==> config.mk <==
export PLATFORM = sky130hd
export DESIGN_NAME = ppu_timing
export DESIGN_NICKNAME = d
export VERILOG_FILES = /design/src/rtl/ppu_timing.sv
export SDC_FILE = /design/constraint.sdc
export NUM_CORES = 1
export LEC_CHECK = 0
export ABC_AREA = 1
export CORE_MARGIN = 3
export CORE_UTILIZATION = 45
export DETAILED_ROUTE_END_ITERATION = 10
export PLACE_DENSITY = 0.76
export SETUP_SLACK_MARGIN = 0.5
export SLEW_MARGIN = 20
export SYNTH_ARGS = -nofsm -noshare
export SYNTH_HDL_FRONTEND = slang
export SYNTH_SLANG_ARGS = --single-unit
export TNS_END_PERCENT = 100
==> constraint.sdc <==
create_clock -name clk_ppu -period 4.07 [get_ports clk_ppu]
set_input_delay 0.6105 -clock clk_ppu [delete_from_list [all_inputs] [get_ports clk_ppu]]
set_output_delay 0.6105 -clock clk_ppu [all_outputs]
set_load 0.005 [all_outputs]
==> src/rtl/ppu_timing.sv <==
// NES PPU raster timing: 341x262 dot/line counters, odd-frame dot skip,
// vblank/sprite status flags and the registered NMI line.
module ppu_timing #(
   parameter int HDOTS    = 341,
   parameter int VLINES   = 262,
   parameter int VBL_LINE = 241,
   parameter int PRE_LINE = 261
) (
   input  logic       clk_ppu,
   input  logic       reset_n,
   input  logic       render_en,
   input  logic       nmi_enable,
   input  logic       status_rd,
   input  logic       spr0_hit_set,
   input  logic       spr_ovf_set,
   output logic [8:0] ppu_hcnt,
   output logic [8:0] ppu_vcnt,
   output logic [2:0] status,
   output logic       nmi_n,
   output logic       frame_odd,
   output logic       visible,
   output logic       frame_start
);

   localparam logic [8:0] H_LAST = 9'(HDOTS - 1);
   localparam logic [8:0] H_SKIP = 9'(HDOTS - 2);
   localparam logic [8:0] V_LAST = 9'(VLINES - 1);
   localparam logic [8:0] V_VBL  = 9'(VBL_LINE);
   localparam logic [8:0] V_PRE  = 9'(PRE_LINE);

   logic [8:0] hcnt_q, hcnt_d;
   logic [8:0] vcnt_q, vcnt_d;
   logic       frame_odd_q, frame_odd_d;
   logic       vblank_q, vblank_d;
   logic       spr0_q, spr0_d;
   logic       ovf_q, ovf_d;
   logic       nmi_n_q, nmi_n_d;

   logic       odd_skip;
   logic       line_end;
   logic       frame_wrap;
   logic       vbl_set;
   logic       pre_clr;

   always_comb begin
      line_end   = (hcnt_q == H_LAST);
      // Odd frames drop the last dot of the pre-render line while rendering.
      odd_skip   = (vcnt_q == V_PRE) && (hcnt_q == H_SKIP) && frame_odd_q && render_en;
      frame_wrap = odd_skip || (line_end && (vcnt_q == V_LAST));
      vbl_set    = (vcnt_q == V_VBL) && (hcnt_q == 9'd1);
      pre_clr    = (vcnt_q == V_PRE) && (hcnt_q == 9'd1);
   end

   always_comb begin
      hcnt_d      = hcnt_q + 9'd1;
      vcnt_d      = vcnt_q;
      frame_odd_d = frame_odd_q;
      if (odd_skip) begin
         hcnt_d = '0;
         vcnt_d = '0;
      end else if (line_end) begin
         hcnt_d = '0;
         vcnt_d = (vcnt_q == V_LAST) ? 9'd0 : vcnt_q + 9'd1;
      end
      if (frame_wrap) begin
         frame_odd_d = ~frame_odd_q;
      end
   end

   always_comb begin
      vblank_d = vblank_q;
      spr0_d   = spr0_q;
      ovf_d    = ovf_q;
      // A read in the set cycle wins, which suppresses vblank for the frame.
      if (pre_clr || status_rd) begin
         vblank_d = 1'b0;
      end else if (vbl_set) begin
         vblank_d = 1'b1;
      end
      if (pre_clr) begin
         spr0_d = 1'b0;
         ovf_d  = 1'b0;
      end else begin
         if (spr0_hit_set) spr0_d = 1'b1;
         if (spr_ovf_set)  ovf_d  = 1'b1;
      end
      nmi_n_d = ~(vblank_q & nmi_enable);
   end

   always_ff @(posedge clk_ppu or negedge reset_n) begin
      if (!reset_n) begin
         hcnt_q      <= '0;
         vcnt_q      <= '0;
         frame_odd_q <= 1'b0;
         vblank_q    <= 1'b0;
         spr0_q      <= 1'b0;
         ovf_q       <= 1'b0;
         nmi_n_q     <= 1'b1;
      end else begin
         hcnt_q      <= hcnt_d;
         vcnt_q      <= vcnt_d;
         frame_odd_q <= frame_odd_d;
         vblank_q    <= vblank_d;
         spr0_q      <= spr0_d;
         ovf_q       <= ovf_d;
         nmi_n_q     <= nmi_n_d;
      end
   end

   assign ppu_hcnt    = hcnt_q;
   assign ppu_vcnt    = vcnt_q;
   assign status      = {vblank_q, spr0_q, ovf_q};
   assign nmi_n       = nmi_n_q;
   assign frame_odd   = frame_odd_q;
   assign visible     = (vcnt_q < 9'd240) && (hcnt_q >= 9'd1) && (hcnt_q <= 9'd256);
   assign frame_start = (hcnt_q == 9'd0) && (vcnt_q == 9'd0);

endmodule
Word level (Yosys, flattened, before mapping):

Cells that the tools add are included.

* flip-flop bits (word level): 23
* input bits: 7
* output and inout port bits: 25
* word-level logic and storage cells: 48

* $add $sub $neg: 2
* $lt $le $gt $ge: 3
* equality and inequality tests: 5
* mux-type cells: 11
* bitwise operators: 3
* reduce and logical (&&, ||, !) cells: 17

Operators by type and width (count)
* $mux 9: 5
* $eq 9x9->1 const B: 3
* $add 9x1->9 const B: 2
* $logic_not 9->1: 2
* $eq 9x1->1 const B: 1
* $eq 9x8->1 const B: 1
* $ge 9x1->1 const B: 1
* $le 9x9->1 const B: 1
* $logic_and 1x1->1: 9
* $lt 9x8->1 const B: 1
* $reduce_bool 2->1: 4
* $mux 1: 6
* $logic_or 1x1->1: 2
* $not 1->1: 2
* $and 1x1->1: 1

Longest topological paths before layout:

Gate-level depths: netlist of the first run.

* depth after elaboration: 5
* gate-level depth with buffers: 11
* mapped depth without buffers: 11

Least setup slack after synthesis of the first run:

OpenSTA, ideal clock, no wires.

* kind: register to output
* from: register hcnt_q[5], in the netlist ppu_hcnt[5]
* to: output visible
* data arrival time: 1102 ps
* data required time: 3459 ps
* slack: 2357 ps
* cell stages (with the launch flop): 6
* path buffers: 0
* cell sequence: dfrtp_1 -> inv_2 -> nand2_1 -> nor3_1 -> nand3_1 -> a21oi_1

* cells in the longest elaborated chain, start to end: 3
* elaborated cells on any way between the ends: 4
* those cells by class: 2 x order compare; 2 x reduce/logical

Ends and longest elaborated chain
* start: declaration: RTL line 31 `logic [8:0] hcnt_q, hcnt_d;`
* start signal: assignment: RTL line 100 `hcnt_q <= hcnt_d;`
* $ge 9x1->1: RTL line 115 `assign visible = (vcnt_q < 9'd240) && (hcnt_q >= 9'd1) && (hcnt_q <= 9'd256);`
* $logic_and 1x1->1: RTL line 115
* $logic_and 1x1->1 *: RTL line 115
* end: declaration: RTL line 21 `output logic visible,`

Every way passes the cells marked *; elsewhere a longest branch is shown, timed or not.

Worst setup path in the final report of the first run:

* from: register hcnt_q[5], in the netlist ppu_hcnt[5]
* to: output frame_start

* cells in the longest elaborated chain, start to end: 2

Ends and longest elaborated chain
* $logic_not 9->1: RTL line 116 `assign frame_start = (hcnt_q == 9'd0) && (vcnt_q == 9'd0);`
* $logic_and 1x1->1: RTL line 116
* end: declaration: RTL line 22 `output logic frame_start`

No other way between the ends.

==> summary.txt, run 1 <==
status - completed
final clock skew - 0.0102 ns
fin nets - 235
Seq/Total Area, Yosys - 0.394
CTS tree - built
dpl hpwl - 2320 µm
TNS Setup - 0 ns
Clk pin slew, worst setup/hold paths - 0.14 ns
pwr dens - 192 mW/mm²
final period utilization - 0.670
die height - 63.0 µm
number of buffers added on ports - 31
Data required, critical path - 3.46 ns
Synthesized Nets - 204
Mapped Cells - 191
drt total wl - 2930 µm
maxcap violations - 0
Synth Cell Area - 0.00146 mm²
Die Wd - 63.0 µm
Fillers - 290
critical path, cell by cell - inv_2 > nand2_1 > nor3_1 > nand3_1 > nor4_2 > clkdlybuf4s50_1
area occupied by multi-input gates - 744 µm²
number of buffers created by CTS - 3
Syn-to-layout area delta - 24.0%
post-synth top area share - 0.376
vias - 1264
1st-iter DRT viols - 51
slowest CP cell - clkdlybuf4s50_1
delay-heaviest family, CP - simple AND/OR/NAND/NOR gates
relative slew slack - 0.665
IO Pins - 32
cts repair resizes - 0
max incr delay on CP - 0.54 ns
clock sinks - 23
num rows - 20
drt wl/cell - 11.0 µm
Yosys cell types - 28
ranking of synthesized cells by area - dfrtp_1 38%, nand2_1 11%, nor2_1 6.7%, ha_1 5.1%, inv_1 5.1%
clock latency on the worst-skew pair - 0.32 ns
Worst-Margin Slew - 0.503 ns
Critical Path End Type - output pin
Hold Slack - 0.234 ns
Lkg Pwr - 0.869 nW
Die ar. - 0.00397 mm²
H-tree depth - 1
GRT overflow - 0
Buf+Inv Stages, Crit Path - 2
area leader, netlist - dfrtp_1
Fin. Hold Viols - 0
Initial Util - 0.475
Finished Layout Cells - 265
fmax - 0.367 GHz
ant diodes - 0
Worst EP arrival - 2.11 ns
post-CTS setup buffers - 0
share of cells above drive strength 1 - 0.154
nature of the critical path startpoint - flop
final setup fails - 0
GP Congestion - 0.847
vias in the first global route - 1141
Peak VDD IR - 0.110 mV
Post-Syn Area per Cell - 7.66 µm²
post-route setup slack - 1.34 ns
critical path class - reg -> out
RSZ-0062 raised after global routing - false
first-pass GRT wire length - 5180 µm
clock buffer depth - 2
Crit Path Max Fanout - 6
gr usage total - 0.165
Post-Place Setup Slack - 1.69 ns
register area - 577 µm²
synth warn - 0
number of detailed-route iterations in the first pass - 4
Vias/cell - 4.77
initial antenna violation count - 0
DRC - 0
Hold Crit Class - in -> async
Post-DRT Antenna Nets - 0
placed cell count - 261
Tmin final - 2.73 ns
largest net degree at the start of global routing - 24
FF+latch count, synth - 23
Core ar. - 0.00308 mm²
root buffer cell - clkbuf_4
fin. max-slew vios - 0
hold_buf cts - 0
-- synthesized netlist by cell type --
library cell	number
nand2_4	3
nand3b_1	1
inv_1	20
dfrtp_1	22
nor2_4	3
or2_1	1
o21ai_1	5
nand3_2	1
nor3_1	4
nand2_2	5
inv_4	1
nor2_1	26
o21bai_1	2
nor4_2	1
ha_1	6
dfstp_2	1
or2_2	1
buf_4	5
nand4_1	5
nand2_1	41
inv_2	6
nor3_2	2
a21oi_1	5
o21ai_0	3
nor2_2	4
xor2_1	3
nand3_1	13
o21ai_2	1
-- worst register-to-register path: cells and delay by family (launching register included) --
kind | cells | cell delay (ns)
fa+ha+maj | 1 | 0.18
buf+inv | 3 | 0.26
flops | 1 | 0.45
simple gates | 7 | 0.66
-- per-stage QoR --
stage / cell area (µm²) / util / total power [mW]
2_1_floorplan: 1460 / - / 0.233
5_1_grt: 1810 / 0.589 / 0.366
6_report: 1810 / 0.589 / 0.347
3_3_place_gp: 1790 / 0.582 / 0.244
3_5_place_dp: 1790 / 0.582 / 0.244
4_1_cts: 1820 / 0.591 / 0.351
-- sequential cells by signal, summed over array words and instances (netlist names) --
register	flops
ovf_q	1
ppu_vcnt	9
nmi_n	1
vblank_q	1
frame_odd	1
ppu_hcnt	9
spr0_q	1
-- cell usage in the layout, fill, tap and decap left out, drive strengths merged --
cell and count:
a21oi 5, buf 1, clkbuf 3, clkdlybuf4s50 30
clkinv 1, dfrtp 22, dfstp 1, ha 6
inv 27, nand2 49, nand3 14, nand3b 1
nand4 5, nor2 33, nor3 6, nor4 1
o21ai 9, o21bai 2, or2 2, xor2 3
-- area by class of cell --
| type | count | share of cell area |
|---|---|---|
| multi-input combinational | 136 | 0.411 |
| sequential | 23 | 0.318 |
| timing repair buffer | 31 | 0.168 |
| inverter | 27 | 0.0573 |
| tap | 44 | 0.0304 |
| clock buffer | 3 | 0.0124 |
| clock inverter | 1 | 0.00276 |
-- layer usage --
layer | vias up | global-route usage | part of all wire
met2 | 24 | 0.264 | 0.47
met3 | 4 | 0.0270 | 0.032
met1 | 576 | 0.224 | 0.49
met4 | 0 | 0.0579 | 0.012
li1 | 660 | - | -
met5 | - | 0 | 0
-- where the power goes --
part	internal [mW]	total [mW]	leakage, nW	switching (mW)
clock network	0.0368	0.109	0.0177	0.0724
registers	0.229	0.229	0.241	0.0000000000000000186
logic	0.00479	0.00974	0.611	0.00494
-- worst paths after layout --
check / startpoint / to / slack [ns] / cells after the start
max in group asynchronous: reset_n / nmi_n / 3.48 / 1
setup / recovery: ppu_hcnt[5] / frame_start / 1.34 / 6
hold / removal: reset_n / ppu_vcnt[8] / 0.23 / 1
hold reg to reg: vblank_q / nmi_n / 0.44 / 1
min in group clk_ppu: vblank_q / nmi_n / 0.44 / 1
setup reg to reg: ppu_vcnt[1] / ppu_vcnt[2] / 2.43 / 11
-- logic make-up (layout without fill, tap and decap cells) --
| family | Yosys count | count (layout) | share of synthesized area |
|---|---|---|---|
| flops | 23 | 23 | 0.394 |
| fa+ha+maj | 6 | 6 | 0.0513 |
| buf+inv | 32 | 62 | 0.0967 |
| compound gates | 16 | 16 | 0.0607 |
| xor+xnor | 3 | 3 | 0.0180 |
| simple gates | 111 | 111 | 0.379 |
Power figures use the tool's default switching activity.
==> run 2: changes to the inputs <==
--- a/config.mk
+++ b/config.mk
@@ -9,7 +9,7 @@
 export CORE_MARGIN = 3
 export CORE_UTILIZATION = 45
 export DETAILED_ROUTE_END_ITERATION = 10
-export PLACE_DENSITY = 0.76
+export PLACE_DENSITY = 0.79
 export SETUP_SLACK_MARGIN = 0.5
 export SLEW_MARGIN = 20
 export SYNTH_ARGS = -nofsm -noshare
==> constraint.sdc (replaced) <==
create_clock -name clk_ppu -period 2.4 [get_ports clk_ppu]
set_input_delay 0.36 -clock clk_ppu [delete_from_list [all_inputs] [get_ports clk_ppu]]
set_output_delay 0.36 -clock clk_ppu [all_outputs]
set_load 0.005 [all_outputs]
==> summary.txt, run 2 (synthesis gave the netlist of run 1 again) <==
TNS Setup - 0 ns
Die Wd - 63.0 µm
drt wl/cell - 12.7 µm
GP Congestion - 0.864
dpl hpwl - 2400 µm
Die ar. - 0.00397 mm²
Core ar. - 0.00308 mm²
largest net degree at the start of global routing - 15
RSZ-0062 raised after global routing - true
number of detailed-route iterations in the first pass - 4
number of buffers created by CTS - 3
Fin. Hold Viols - 0
Vias/cell - 4.96
Hold Crit Class - reg -> reg
vias in the first global route - 1308
most frequent cells in the layout - 40 x nand2_1, 29 x clkdlybuf4s50_1, 25 x nor2_1, 18 x inv_1, 18 x buf_4
Post-DRT Antenna Nets - 0
Syn-to-layout area delta - 38.1%
clock sinks - 23
H-tree depth - 1
post-route setup slack - 0.498 ns
status - completed
critical path class - reg -> out
initial antenna violation count - 0
GRT overflow - 0
Data required, critical path - 2.04 ns
Clk pin slew, worst setup/hold paths - 0.13 ns
final clock skew - 0.00294 ns
clock latency on the worst-skew pair - 0.31 ns
fmax - 0.526 GHz
Worst EP arrival - 1.54 ns
nature of the critical path startpoint - flop
Initial Util - 0.475
number of buffers added on ports - 31
most common cell after layout, fill and taps aside - nand2_1
reg2reg end - ppu_hcnt[8]
final period utilization - 0.793
Peak VDD IR - 0.249 mV
vias - 1410
fin nets - 254
die height - 63.0 µm
Hold Slack - 0.435 ns
relative slew slack - 0.554
Reg2Reg Setup Slack - 0.78 ns
Lkg Pwr - 0.976 nW
first-pass GRT wire length - 5800 µm
CTS tree - built
clock buffer depth - 2
share of cells above drive strength 1 - 0.288
IO Pins - 32
Critical Path Start - ppu_hcnt[5]
Critical Path End Type - output pin
num rows - 20
ant diodes - 0
drt total wl - 3610 µm
FF-to-FF Start - ppu_hcnt[1]
root buffer cell - clkbuf_4
Worst-Margin Slew - 0.667 ns
DRC - 0
Register-to-Register Path Depth - 6
final setup fails - 0
Post-Place Setup Slack - 0.271 ns
1st-iter DRT viols - 49
Critical path destination - frame_start
Tmin final - 1.90 ns
fin. max-slew vios - 0
Crit Path Max Fanout - 2
gr usage total - 0.182
pwr dens - 292 mW/mm²
maxcap violations - 0
-- run 2: cell types whose count changed in the layout (fill, tap and decap cells not counted), moves of 2 or more --
cell | before | now
dfrtp_1 | 22 | 16
buf_4 | 0 | 18
nor3_1 | 4 | 2
inv_2 | 6 | 8
ha_1 | 6 | 4
inv_1 | 20 | 18
dfrtp_2 | 0 | 6
-- run 2: how the worst min path moves through the flow --
stage | startpoint | cells past startpoint | end | slack (ns)
after floorplan | reset_n | 0 | frame_odd | 0.06
after global placement | vblank_q | 1 | nmi_n | 0.42
after detailed placement | vblank_q | 1 | nmi_n | 0.42
after CTS | reset_n | 1 | spr0_q | 0.43
after global routing | reset_n | 1 | ppu_vcnt[2] | 0.45
final | vblank_q | 1 | nmi_n | 0.43
-- run 2: worst max-delay path: stages (launching register included) --
cell	delay, ns
dfrtp_1	0.43
inv_2	0.09
nand2_4	0.06
nor3_4	0.14
nand3_2	0.11
buf_6	0.14
nor4_4	0.12
buf_2	0.15
-- run 2: metal layers --
layer	part of all wire	vias up	track usage
met5	0	-	0
met4	0.024	0	0.0771
met3	0.056	11	0.0306
met2	0.49	51	0.304
met1	0.43	647	0.231
li1	-	701	-
-- run 2: layout make-up --
type	instances	area, µm²
tap	44	55.1
sequential	23	584
inverter	27	104
fill	249	1060
multi-input combinational	136	803
clock buffer	4	26.3
timing repair buffer	50	447
-- run 2: power breakdown --
part	internal [mW]	switching, mW	leakage, nW	total, mW
registers	0.388	0.0000000000000000322	0.235	0.388
clock network	0.0650	0.119	0.0150	0.184
logic	0.0100	0.00925	0.727	0.0193
-- run 2: timing repair --
action / in CTS / in global routing
hold endpoints to repair: 0 / 0
hold buffers: 0 / 0
setup endpoints to repair: 2 / 2
setup buffers: 10 / 8
gates resized for setup: 19 / 10
cloned: 0 / 0
pin swaps: 4 / 2
-- run 2: through the flow --
step	std cells	total power, mW	area, µm²	utilization
floorplan	191	0.396	1460	-
global placement	262	0.414	1800	0.584
detailed placement	262	0.414	1800	0.584
CTS	276	0.596	1930	0.628
global route	284	0.614	2020	0.656
finish	284	0.591	2020	0.656
